===== src/rtl/fib_lab_pkg.sv =====
// Shared types and constants for the Fibonacci lab run controller:
// FSM states, failure codes, bus-owner select and the checked address map.
package fib_lab_pkg;

    localparam int N_F   = 7;
    localparam int N_SUM = 6;

    localparam logic [7:0] F_BASE   = 8'hF8;
    localparam logic [7:0] F_LAST   = F_BASE + 8'(N_F - 1);
    localparam logic [7:0] SUM_ADDR = 8'hF3;
    localparam logic [2:0] SUM_DONE = 3'(N_SUM);

    typedef enum logic [2:0] {
        IDLE,
        LOAD,
        RUN,
        PASS,
        FAIL
    } state_e;

    typedef enum logic [1:0] {
        FC_NONE    = 2'd0,
        FC_BADVAL  = 2'd1,
        FC_ORDER   = 2'd2,
        FC_TIMEOUT = 2'd3
    } fail_e;

    typedef enum logic [1:0] {
        OWN_NONE,
        OWN_LOADER,
        OWN_CPU
    } owner_e;

endpackage


===== src/rtl/fib_bus_mux.sv =====
// Memory write-port multiplexer: forwards the current owner's address, data and
// strobe; the non-owner's strobe is simply dropped.
module fib_bus_mux
    import fib_lab_pkg::*;
(
    input  owner_e     owner_i,
    input  logic [7:0] ld_addr_i,
    input  logic [7:0] ld_data_i,
    input  logic       ld_wr_i,
    input  logic [7:0] cpu_addr_i,
    input  logic [7:0] cpu_data_i,
    input  logic       cpu_wr_i,
    output logic [7:0] mem_addr_o,
    output logic [7:0] mem_data_o,
    output logic       mem_wr_o
);

    always_comb begin
        // NOTE: every output is defaulted before the case so no path can infer a latch.
        mem_addr_o = '0;
        mem_data_o = '0;
        mem_wr_o   = 1'b0;
        case (owner_i)
            OWN_LOADER: begin
                mem_addr_o = ld_addr_i;
                mem_data_o = ld_data_i;
                mem_wr_o   = ld_wr_i;
            end
            OWN_CPU: begin
                mem_addr_o = cpu_addr_i;
                mem_data_o = cpu_data_i;
                mem_wr_o   = cpu_wr_i;
            end
            default: ;
        endcase
    end

endmodule


===== src/rtl/fib_run_sequencer.sv =====
// Run controller for the Fibonacci lab: hands the memory port to the loader,
// then the CPU, and scores the CPU's writes as PASS or FAIL.
module fib_run_sequencer
    import fib_lab_pkg::*;
#(
    parameter int unsigned TIMEOUT_CYC = 4096
) (
    input  logic             clk,
    input  logic             rst_n,
    input  logic             start,
    input  logic [7:0]       ld_addr,
    input  logic [7:0]       ld_data,
    input  logic             ld_wr,
    input  logic             ld_done,
    input  logic [7:0]       cpu_addr,
    input  logic [7:0]       cpu_data,
    input  logic             cpu_wr,
    input  logic [N_F-1:0]   F_chk,
    input  logic [N_SUM-1:0] sum_chk,
    output logic [7:0]       mem_addr,
    output logic [7:0]       mem_data,
    output logic             mem_wr,
    output logic             ld_gnt,
    output logic             cpu_run,
    output logic             busy,
    output logic             pass,
    output logic             fail,
    output logic [1:0]       fail_code,
    output logic [N_F-1:0]   f_seen,
    output logic [2:0]       sum_idx
);

    localparam int TIMER_W = 12;
    localparam logic [TIMER_W-1:0] TIMER_LAST = TIMER_W'(TIMEOUT_CYC - 1);

    state_e               state_q, state_d;
    logic [TIMER_W-1:0]   timer_q, timer_d;
    logic [N_F-1:0]       f_seen_q, f_seen_d;
    logic [2:0]           sum_idx_q, sum_idx_d;
    fail_e                fail_code_q, fail_code_d;
    owner_e               owner;

    always_comb begin
        owner = OWN_NONE;
        case (state_q)
            LOAD:    owner = OWN_LOADER;
            RUN:     owner = OWN_CPU;
            default: owner = OWN_NONE;
        endcase
    end

    fib_bus_mux u_bus_mux (
        .owner_i    (owner),
        .ld_addr_i  (ld_addr),
        .ld_data_i  (ld_data),
        .ld_wr_i    (ld_wr),
        .cpu_addr_i (cpu_addr),
        .cpu_data_i (cpu_data),
        .cpu_wr_i   (cpu_wr),
        .mem_addr_o (mem_addr),
        .mem_data_o (mem_data),
        .mem_wr_o   (mem_wr)
    );

    // Checker flags are zero-padded so out-of-range indices (sum_idx==N_SUM) read 0.
    logic [7:0]     f_chk_pad, sum_chk_pad;
    logic [2:0]     f_idx, sum_idx_upd;
    logic [N_F-1:0] f_seen_upd;
    logic           f_wr, sum_wr, sum_hit, bad_val, bad_order, run_done, timed_out;

    always_comb begin
        f_chk_pad   = {{(8 - N_F){1'b0}}, F_chk};
        sum_chk_pad = {{(8 - N_SUM){1'b0}}, sum_chk};
        f_idx       = mem_addr[2:0] - F_BASE[2:0];
        f_wr        = mem_wr && (mem_addr >= F_BASE) && (mem_addr <= F_LAST);
        sum_wr      = mem_wr && (mem_addr == SUM_ADDR);
        bad_val     = f_wr && !f_chk_pad[f_idx];
        sum_hit     = sum_wr && sum_chk_pad[sum_idx_q];
        bad_order   = sum_wr && !sum_hit;
        f_seen_upd  = f_seen_q | F_chk;
        sum_idx_upd = sum_idx_q + 3'(sum_hit);
        run_done    = (&f_seen_upd) && (sum_idx_upd == SUM_DONE);
        timed_out   = (timer_q == TIMER_LAST);
    end

    always_comb begin
        state_d     = state_q;
        timer_d     = timer_q;
        f_seen_d    = f_seen_q;
        sum_idx_d   = sum_idx_q;
        fail_code_d = fail_code_q;
        case (state_q)
            IDLE, PASS, FAIL: begin
                if (start) begin
                    state_d     = LOAD;
                    f_seen_d    = '0;
                    sum_idx_d   = '0;
                    fail_code_d = FC_NONE;
                end
            end
            LOAD: begin
                if (ld_done) begin
                    state_d   = RUN;
                    timer_d   = '0;
                    f_seen_d  = '0;
                    sum_idx_d = '0;
                end
            end
            RUN: begin
                timer_d   = timer_q + 1'b1;
                f_seen_d  = f_seen_upd;
                sum_idx_d = sum_idx_upd;
                if (bad_val) begin
                    state_d     = FAIL;
                    fail_code_d = FC_BADVAL;
                end else if (bad_order) begin
                    state_d     = FAIL;
                    fail_code_d = FC_ORDER;
                end else if (run_done) begin
                    state_d     = PASS;
                end else if (timed_out) begin
                    state_d     = FAIL;
                    fail_code_d = FC_TIMEOUT;
                end
            end
            default: state_d = IDLE;
        endcase
    end

    // NOTE: state registers use non-blocking assignments so every flop samples pre-edge values.
    always_ff @(posedge clk or negedge rst_n) begin
        if (!rst_n) begin
            state_q     <= IDLE;
            timer_q     <= '0;
            f_seen_q    <= '0;
            sum_idx_q   <= '0;
            fail_code_q <= FC_NONE;
        end else begin
            state_q     <= state_d;
            timer_q     <= timer_d;
            f_seen_q    <= f_seen_d;
            sum_idx_q   <= sum_idx_d;
            fail_code_q <= fail_code_d;
        end
    end

    assign ld_gnt    = (state_q == LOAD);
    assign cpu_run   = (state_q == RUN);
    assign busy      = (state_q == LOAD) || (state_q == RUN);
    assign pass      = (state_q == PASS);
    assign fail      = (state_q == FAIL);
    assign fail_code = fail_code_q;
    assign f_seen    = f_seen_q;
    assign sum_idx   = sum_idx_q;

endmodule


===== config.mk =====
export PLATFORM = sky130hd
export DESIGN_NAME = fib_run_sequencer
export DESIGN_NICKNAME = d
export VERILOG_FILES = /design/src/rtl/fib_lab_pkg.sv /design/src/rtl/fib_bus_mux.sv /design/src/rtl/fib_run_sequencer.sv
export SDC_FILE = /design/constraint.sdc
export NUM_CORES = 1
export LEC_CHECK = 0
export ABC_AREA = 1
export CAP_MARGIN = 25
export CORE_AREA = 5 5 72 100
export CTS_CLUSTER_DIAMETER = 200
export CTS_CLUSTER_SIZE = 30
export DETAILED_ROUTE_END_ITERATION = 10
export DIE_AREA = 0 0 77 105
export GPL_TIMING_DRIVEN = 1
export PLACE_DENSITY = 0.73
export SYNTH_ARGS = -nofsm -noshare
export SYNTH_HDL_FRONTEND = slang
export SYNTH_SLANG_ARGS = --single-unit

===== constraint.sdc =====
create_clock -name clk -period 9.4 [get_ports clk]
set_clock_uncertainty 0.15 [all_clocks]
set_input_delay 1.41 -clock clk [delete_from_list [all_inputs] [get_ports clk]]
set_output_delay 1.41 -clock clk [all_outputs]
set_load 0.02 [all_outputs]

==> run metrics, run 1 <==
CP Capture Type=output pin; Finished Cell Area=about 3000 sq um; Critical Path Slowest Stage Cell=ha_1; RSZ-0062 raised after global routing=no; Critical Path RT=about 7.8 ns; initial antenna violation count=0; width of the die=between 70 and 80 microns; area post-placement=between 2000 and 3000 sq um; number of setup buffers added after CTS=0; critical path's most frequent cell=inv_1; gp weighted congestion=a little under 0.9; Relative slew margins=56.7%; clk buf depth=2; worst slack at placement=a little under 5 ns; worst reg2reg path depth=21; CP max stage delay=0.66 ns; CP Max Fanout=21; CP cell instances=inv_1, nor2_1, inv_1, nor2_1, buf_4, inv_1, ha_1, nand2_1, nand2_2, nand2_1, inv_1, clkdlybuf4s50_1; setup_tns=0 ns; post-DR wirelength/cell=~14 microns; worst flop-to-flop path startpoint=state_q[1]$_DFFE_PN0P_; total CTS buffers=3; share of post-route cells with drive strength above 1=under 10%; core area=6170 sq um; most area-consuming cells after synthesis=dfrtp_1 32%, nand2_1 18%, inv_1 7.9%; Resized Gates After CTS=0; CP Launch Type=register; Util after Layout=about half; I/O pin cnt=between 80 and 90; DIE HEIGHT=between 100 and 150 microns; total clock sinks=27; Clock Pin Slew Worst Setup and Hold Paths=roughly 0.09 ns; H-tree levels=1; FMAX=~210 MHz; EDFF count, synth=0; sequential fraction of the synthesis area=roughly 32%; ANT cells=0; via count=~2300; delay-heaviest family, CP=buffers and inverters; Setup WS post-layout=about 4.6 ns; Worst VDD drop=roughly 0.099 mV; Final HPWL DP=5180 microns; reg2reg end=fail_code[0]$_DFFE_PN0P_; CP arrival=around 3.2 ns; Synth Flop Type=dfrtp_1; IO buf count=84; PD cells=218 nW/um^2; final net count=451; global route overflow=0; crit path launch=state_q[1]$_DFFE_PN0P_; vias in the first global route=roughly 2300; post-synth top area share=approximately a third; Hold/Removal Path Class=reg2reg; worst setup path endpoint=mem_addr[0]; FF+latch count, synth=27; drt first-iter violations=75; synthesized net count=~370; Cell variety after synth=31; final slew viol count=0; count leader, synth=nand2_1; First-pass DRT Iterations=5; worst slew pin tran=approximately 0.65 ns; reg2reg setup slack=~5 ns; Placed Cells incl. Taps=roughly 460; Die Area=8090 sq um; Final Critical Period=4.80 ns; routed vias/inst=around 4.9; instance count on the critical path=12; global-route wire length before repair=just over 10000 microns; WS Path Type=reg2out; Finished Layout Cells=465; CP bufs+invs=6; share of synthesized registers carrying an async set or reset=100%; GRT Total Usage=between 10% and 20%; Lkg Pwr=0.00139 uW; Mapped Area=~2100 sq um; synthesis-to-layout area growth=44.2%; Ys Warns=0; final worst-path cycle share=around half; TritonCTS clock tree=built; hold_buf cts=0; DRT antenna net count=0; setup violators final=0; Final Hold Viols=0; most frequent cells after synthesis=98 x nand2_1, 44 x inv_1, 27 x dfrtp_1; largest net degree at the start of global routing=28; drt drc=0; initial core utilization=~34%; cell taking the most area after synthesis=dfrtp_1; syn_area_per_cell=6.69 sq um; Clock Root Buffer=clkbuf_8; final wirelength=between 6000 and 7000 microns; max cap viols=0; Mapped Cells=just over 300; row cnt=34; Clk Latency, worst-skew pair=roughly 0.27 ns; status=completed
stage by stage:
step | hold slack (ns) | total power [uW]
after floorplan | 0.296 | 450
after global placement | 0.311 | 586
after detailed placement | 0.323 | 592
after CTS | 0.340 | 659
after global routing | 0.382 | 704
final | 0.341 | 655
cells by family (layout without fill, tap and decap cells):
group | Yosys count | after routing | synth area share (%)
AND/OR/NAND/NOR | 172 | 172 | 37.5
buffers and inverters | 55 | 137 | 12.1
AO/OA/AOI/OAI | 45 | 45 | 11.7
flip-flops | 27 | 27 | 32.5
adder cells (fa/ha/maj) | 6 | 6 | 3.61
XOR/XNOR | 4 | 4 | 1.68
multiplexers | 2 | 2 | 0.962
worst min-delay path by stage:
stage	endpoint	start	depth (start not counted)
after global routing	timer_q[11]$_DFFE_PN0P_	timer_q[11]$_DFFE_PN0P_	1
after floorplan	timer_q[11]$_DFFE_PN0P_	timer_q[11]$_DFFE_PN0P_	1
final	timer_q[11]$_DFFE_PN0P_	timer_q[11]$_DFFE_PN0P_	1
after CTS	timer_q[11]$_DFFE_PN0P_	timer_q[11]$_DFFE_PN0P_	1
after detailed placement	timer_q[11]$_DFFE_PN0P_	timer_q[11]$_DFFE_PN0P_	1
after global placement	timer_q[11]$_DFFE_PN0P_	timer_q[11]$_DFFE_PN0P_	1
cell type report:
type	count	area, sq um
clock buffers	4	45.0
fillers	603	3170
inverters	47	181
multi-input cells	229	1150
flip-flops and latches	27	676
well taps	72	90.1
repair buffers	86	856
routing by layer:
| layer | track usage, % | routed length [microns] | vias up |
|---|---|---|---|
| met5 | 0 | 0 | - |
| met4 | 4.91 | 91 | 0 |
| met3 | 3.53 | 474 | 11 |
| met2 | 27.8 | 3180 | 95 |
| met1 | 17.0 | 2610 | 1037 |
| li1 | - | - | 1149 |
placed cells by master (no fill, tap or decap), types with 5 or more instances in the layout:
cell / instances
nand3_1: 23
nand2_1: 98
dfrtp_1: 27
o21ai_0: 21
nor2_1: 23
clkdlybuf4s50_1: 84
inv_1: 44
ha_1: 6
nand2_2: 5
nand3_2: 5
a21oi_1: 15
sequential cells by signal (all words and copies together) (netlist names):
signal,cells
sum_idx,3
f_seen,7
state_q,3
timer_q,12
fail_code,2
where the power goes:
group	internal [uW]	switching [uW]
Sequential	143	21.9
Combinational	159	265
Clock	30.4	35.7
Total	333	322
Note: power is estimated with default switching activity, not from simulation.
==> run 2: changes to the inputs <==
--- a/config.mk
+++ b/config.mk
@@ -13,7 +13,7 @@
 export DETAILED_ROUTE_END_ITERATION = 10
 export DIE_AREA = 0 0 77 105
 export GPL_TIMING_DRIVEN = 1
-export PLACE_DENSITY = 0.73
+export PLACE_DENSITY = 0.76
 export SYNTH_ARGS = -nofsm -noshare
 export SYNTH_HDL_FRONTEND = slang
 export SYNTH_SLANG_ARGS = --single-unit
==> constraint.sdc (replaced) <==
create_clock -name clk -period 4.4 [get_ports clk]
set_clock_uncertainty 0.15 [all_clocks]
set_input_delay 0.66 -clock clk [delete_from_list [all_inputs] [get_ports clk]]
set_output_delay 0.66 -clock clk [all_outputs]
set_load 0.02 [all_outputs]
==> run 2 against run 1 <==
Net effect:
- total power rose by 110%
- sequential share of layout area fell by 0.056 points
- largest cell class unchanged
- critical endpoint is now fail_code[0]$_DFFE_PN0P_
- critical path depth grew 5
- via count shrank 0.83%
- cell count up 0.22%
- combinational power grew 110%
- non-clock buffer count is 1 higher
- routed wire length down 4.6%
- register-to-register slack got worse by 4.5 ns
- die area is the same
- worst hold slack got worse by 0.0067 ns
- global-route usage is 0.26 points higher
==> run metrics, run 2 (synthesis gave the netlist of run 1 again) <==
status=completed (unchanged); First-pass DRT Iterations=5 (unchanged); grt met3 use=2.41% (was 3.53%); worst slew pin tran=0.666 ns (was 0.650 ns); max reg flops=12 (unchanged); final wirelength=6070 microns (was 6360 microns); share of post-route cells with drive strength above 1=7.36% (was 7.12%); vias in the first global route=2271 (was 2281); global route overflow=0 (unchanged); CP cell instances=inv_1, nor3_1, ha_1, nand2_1, nand2_1, nand2_1, nor2_1, nand2_1, nor3_1, ha_1, ha_1, xor2_1, nand4_1, a21oi_1, nand3_2, nand4_1, nand2_1 (was inv_1, nor2_1, inv_1, nor2_1, buf_4, inv_1, ha_1, nand2_1, nand2_2, nand2_1, inv_1, clkdlybuf4s50_1); WS Path Type=reg2reg (was reg2out); critical path's most frequent cell=nand2_1 (was inv_1); FMAX=265 MHz; routed vias/inst=4.88 (was 4.93); Die Area=8090 sq um (unchanged); Final Hold Viols=0 (unchanged); Clk Latency, worst-skew pair=0.27 ns (about the same); width of the die=77 microns (unchanged); total CTS buffers=3 (unchanged); Lkg Pwr=0.00140 uW (was 0.00139 uW); DIE HEIGHT=105 microns (unchanged); Clock Pin Slew Worst Setup and Hold Paths=0.09 ns (about the same); gp weighted congestion=0.822 (was 0.869); setup violators final=0 (unchanged); post-DR wirelength/cell=13.0 microns (was 13.7 microns); final net count=452 (was 451); ANT cells=0 (unchanged); CP Max Fanout=17 (was 21); IO buf count=84 (unchanged); CP bufs+invs=1 (was 6); final slew viol count=0 (unchanged); Critical Path Slowest Stage Cell=ha_1 (unchanged); clk buf depth=2 (unchanged); DRT antenna net count=0 (unchanged); largest net degree at the start of global routing=20 (was 28); row cnt=34 (unchanged); Final HPWL DP=4980 microns (was 5180 microns); RSZ-0062 raised after global routing=no (unchanged); CP max stage delay=0.68 ns (was 0.66 ns); synthesis-to-layout area growth=44.6% (was 44.2%); most frequent cells in the layout=98 x nand2_1, 84 x clkdlybuf4s50_1, 44 x inv_1 (unchanged); H-tree levels=1 (unchanged); Finished Layout Cells=466 (was 465); Critical Path RT=4.43 ns (was 7.84 ns); Relative slew margins=55.6% (was 56.7%); met1 GRT Util=18.3% (was 17.0%); Top reg by flops=timer_q (unchanged); Placed Cells incl. Taps=462 (was 461); hold_buf cts=0 (unchanged); drt first-iter violations=107 (was 75); Clock Root Buffer=clkbuf_8 (unchanged); max cap viols=0 (unchanged); Hold/Removal Path Class=reg2reg (unchanged); number of setup buffers added after CTS=0 (unchanged); CP Capture Type=register (was output pin); Worst VDD drop=0.198 mV (was 0.0988 mV); GRT Total Usage=15.4% (was 15.1%); Util after Layout=48.8% (was 48.6%); setup_tns=0 ns (unchanged); drt drc=0 (unchanged); initial antenna violation count=0 (unchanged); via count=2273 (was 2292); Final Critical Period=between 3 and 4 ns; global-route wire length before repair=10500 microns (was 10400 microns); CP arrival=3.80 ns (was 3.24 ns); I/O pin cnt=85 (unchanged); core area=6170 sq um (unchanged); Layout fillers=605 (was 603); GR Util met2=27.9% (was 27.8%); TritonCTS clock tree=built (unchanged); commonest non-fill, non-tap cell in the layout=nand2_1 (unchanged); Resized Gates After CTS=0 (unchanged); total clock sinks=27 (unchanged); CP Launch Type=register (unchanged); initial core utilization=33.7% (unchanged); busiest grt layer=met2 (unchanged); delay-heaviest family, CP=simple AND/OR/NAND/NOR gates (was buffers and inverters); PD cells=463 nW/um^2 (was 218 nW/um^2); final worst-path cycle share=a little under nine tenths
-- run 2: changes by cell type in the layout (fill, tap and decap cells not counted) --
cell   before  now
buf_4       2    3
-- run 2: path summary, 6_finish.rpt --
path / start / to / slack, ns / cells past startpoint
setup / recovery: state_q[0]$_DFFE_PN0P_ / fail_code[0]$_DFFE_PN0P_ / 0.63 / 17
max in group asynchronous: rst_n / f_seen[5]$_DFFE_PN0P_ / 2.95 / 2
setup reg to reg: state_q[0]$_DFFE_PN0P_ / fail_code[0]$_DFFE_PN0P_ / 0.63 / 17
hold reg to reg: timer_q[11]$_DFFE_PN0P_ / timer_q[11]$_DFFE_PN0P_ / 0.33 / 1
min in group asynchronous: rst_n / timer_q[8]$_DFFE_PN0P_ / 0.54 / 1
hold / removal: timer_q[11]$_DFFE_PN0P_ / timer_q[11]$_DFFE_PN0P_ / 0.33 / 1
-- run 2: stage by stage --
step | total power (uW) | area [sq um] | hold slack, ns | setup WS (ns)
finish | 1390 | 3010 | 0.335 | 0.628
global route | 1520 | 3010 | 0.373 | 0.179
CTS | 1410 | 3010 | 0.335 | 0.620
detailed placement | 1260 | 2960 | 0.321 | 0.623
global placement | 1260 | 2960 | 0.314 | 0.822
floorplan | 960 | 2080 | 0.214 | 0.776
-- run 2: cell type report --
class	count	area, sq um	share of cell area (%)
Clock buffer	4	45.0	1.50
Inverter	47	181	6.03
Multi-Input combinational cell	229	1150	38.3
Sequential cell	27	676	22.5
Tap cell	72	90.1	3.00
Timing Repair Buffer	87	863	28.7
-- run 2: per-layer routing --
metal | vias up | routed length (microns)
met5 | - | 0
met4 | 0 | 126
met3 | 9 | 361
met2 | 85 | 3030
met1 | 1023 | 2550
li1 | 1156 | -
-- run 2: report_power, final --
| part | internal [uW] | total [uW] | leakage (uW) | switching (uW) |
|---|---|---|---|---|
| sequential | 307 | 353 | 0.000370 | 46.1 |
| combinational | 343 | 900 | 0.00101 | 557 |
| clock | 64.9 | 140 | 0.0000228 | 75.2 |
| total | 715 | 1390 | 0.00140 | 678 |
==> run 3: changes to the inputs <==
--- a/config.mk
+++ b/config.mk
@@ -7,13 +7,13 @@
 export LEC_CHECK = 0
 export ABC_AREA = 1
 export CAP_MARGIN = 25
-export CORE_AREA = 5 5 72 100
+export CORE_AREA = 5 5 93 77
 export CTS_CLUSTER_DIAMETER = 200
 export CTS_CLUSTER_SIZE = 30
 export DETAILED_ROUTE_END_ITERATION = 10
-export DIE_AREA = 0 0 77 105
+export DIE_AREA = 0 0 98 82
 export GPL_TIMING_DRIVEN = 1
-export PLACE_DENSITY = 0.76
+export PLACE_DENSITY = 0.77
 export SYNTH_ARGS = -nofsm -noshare
 export SYNTH_HDL_FRONTEND = slang
 export SYNTH_SLANG_ARGS = --single-unit
==> run 3 against run 2 <==
Net effect:
- non-clock buffer count unchanged
- total power up 0.33%
- flip-flop and latch count unchanged
- fmax down 4.0%
- worst setup slack worse by 0.16 ns
- first-iteration DRC count down 5.6%
- clock power up 3%
- cell count up 2.6%
- via count down 2.1%
- core utilization down 0.092 points
- count of clock-buffer cells in the layout down 1
- critical path depth down 1
==> run metrics, run 3 (synthesis gave the netlist of run 1 again) <==
drt drc=0 (unchanged); largest net degree at the start of global routing=28 (was 20); CP Capture Type=register (unchanged); initial core utilization=33.5% (was 33.7%); WS Path Type=reg2reg (unchanged); global route overflow=0 (unchanged); drt first-iter violations=101 (was 107); worst slew pin tran=0.654 ns (was 0.666 ns); Clock Pin Slew Worst Setup and Hold Paths=0.09 ns (about the same); initial antenna violation count=0 (unchanged); Layout fillers=602 (was 605); DIE HEIGHT=82 microns (was 105 microns); CP Launch Type=register (unchanged); Clk Latency, worst-skew pair=0.28 ns (was 0.27 ns); global-route wire length before repair=9880 microns (was 10500 microns); total CTS buffers=3 (unchanged); DRT antenna net count=0 (unchanged); Hold/Removal Path Class=reg2reg (unchanged); setup_tns=0 ns (unchanged); clk buf depth=2 (unchanged); commonest non-fill, non-tap cell in the layout=nand2_1 (unchanged); status=completed (unchanged); CP Max Fanout=17 (unchanged); post-DR wirelength/cell=12.3 microns (was 13.0 microns); worst slack at placement=0.480 ns (was 0.623 ns); Resized Gates After CTS=0 (unchanged); footprint of the multi-input gates=1150 sq um (unchanged); RSZ-0062 raised after global routing=no (unchanged); Final Critical Period=3.93 ns (was 3.77 ns); Top reg by flops=timer_q (unchanged); vias in the first global route=2011 (was 2271); max cap viols=0 (unchanged); number of setup buffers added after CTS=0 (unchanged); Util after Layout=48.7% (was 48.8%); Lkg Pwr=0.00140 uW (about the same); final worst-path cycle share=89.3% (was 85.7%); H-tree levels=1 (unchanged); Final HPWL DP=4830 microns (was 4980 microns); most frequent cells in the layout=98 x nand2_1, 84 x clkdlybuf4s50_1, 44 x inv_1 (unchanged); I/O pin cnt=85 (unchanged); via count=2225 (was 2273); width of the die=98 microns (was 77 microns); Final Hold Viols=0 (unchanged); core area=6210 sq um (was 6170 sq um); Relative slew margins=56.4% (was 55.6%); PD cells=462 nW/um^2 (was 463 nW/um^2); final net count=452 (unchanged); CP arrival=4.00 ns (was 3.80 ns); Worst VDD drop=0.277 mV (was 0.198 mV); final slew viol count=0 (unchanged); FMAX=255 MHz (was 265 MHz); max reg flops=12 (unchanged); synthesis-to-layout area growth=45.3% (was 44.6%); hold_buf cts=0 (unchanged); share of post-route cells with drive strength above 1=7.61% (was 7.36%); First-pass DRT Iterations=4 (was 5); row cnt=26 (was 34); setup violators final=0 (unchanged); Critical Path RT=4.47 ns (was 4.43 ns); final wirelength=5890 microns (was 6070 microns); GRT Total Usage=14.9% (was 15.4%); ANT cells=0 (unchanged); Storage cell area=676 sq um (unchanged); total clock sinks=27 (unchanged); gp weighted congestion=0.876 (was 0.822); routed vias/inst=4.65 (was 4.88); Clock Root Buffer=clkbuf_8 (unchanged); IO buf count=84 (unchanged); Setup WS post-layout=0.473 ns (was 0.628 ns); Die Area=8040 sq um (was 8090 sq um); TritonCTS clock tree=built (unchanged)
[run 3: cell count changes in the layout (fill, tap and decap cells not counted), sizes merged]
cell / before / now
clkinv: 1 / 2
clkbuf: 4 / 3
[run 3: final timing paths]
kind	cells past startpoint	slack, ns	end	startpoint
min	2	0.34	fail_code[0]$_DFFE_PN0P_	fail_code[0]$_DFFE_PN0P_
max	16	0.47	state_q[1]$_DFFE_PN0P_	state_q[0]$_DFFE_PN0P_
max in group asynchronous	2	3.23	f_seen[0]$_DFFE_PN0P_	rst_n
max reg2reg	16	0.47	state_q[1]$_DFFE_PN0P_	state_q[0]$_DFFE_PN0P_
min reg2reg	2	0.34	fail_code[0]$_DFFE_PN0P_	fail_code[0]$_DFFE_PN0P_
min in group asynchronous	2	0.61	timer_q[7]$_DFFE_PN0P_	rst_n
[run 3: layout make-up]
| type | count | area share, % |
|---|---|---|
| Sequential cell | 27 | 22.3 |
| Clock inverter | 1 | 0.165 |
| Timing Repair Buffer | 87 | 28.5 |
| Clock buffer | 3 | 1.37 |
| Tap cell | 84 | 3.48 |
| Inverter | 47 | 6.00 |
| Multi-Input combinational cell | 229 | 38.1 |
[run 3: routing by layer]
| layer | track usage (%) | wire (microns) |
|---|---|---|
| met1 | 20.9 | 2890 |
| met2 | 24.3 | 2680 |
| met3 | 3.14 | 276 |
| met4 | 2.35 | 37 |
| met5 | 0 | 0 |
[run 3: critical path, cell delays in order, from the launching register on]
cell and delay [ns]:
dfrtp_1 0.41, inv_1 0.09, nor3_1 0.49, ha_1 0.70
nand2_1 0.19, a21oi_2 0.21, nand3_2 0.11, nor3_1 0.22
ha_1 0.19, ha_1 0.15, xor2_1 0.20, nand4_1 0.14
a21oi_1 0.24, nand3_2 0.17, nand2_1 0.09, nand3_1 0.07
nand2_1 0.06
[run 3: metrics by stage]
stage	hold slack (ns)	std cells	area (sq um)	power (uW)
finish	0.339	478	3020	1400
global route	0.374	478	3020	1530
CTS	0.340	478	3020	1410
detailed placement	0.322	474	2980	1260
global placement	0.317	474	2980	1250
floorplan	0.214	311	2080	960
[run 3: report_power, final]
| part | leakage, uW | switching [uW] | internal [uW] |
|---|---|---|---|
| registers | 0.000370 | 47.2 | 306 |
| logic | 0.00101 | 557 | 343 |
| clock network | 0.0000255 | 80.5 | 63.6 |
| total | 0.00140 | 685 | 713 |
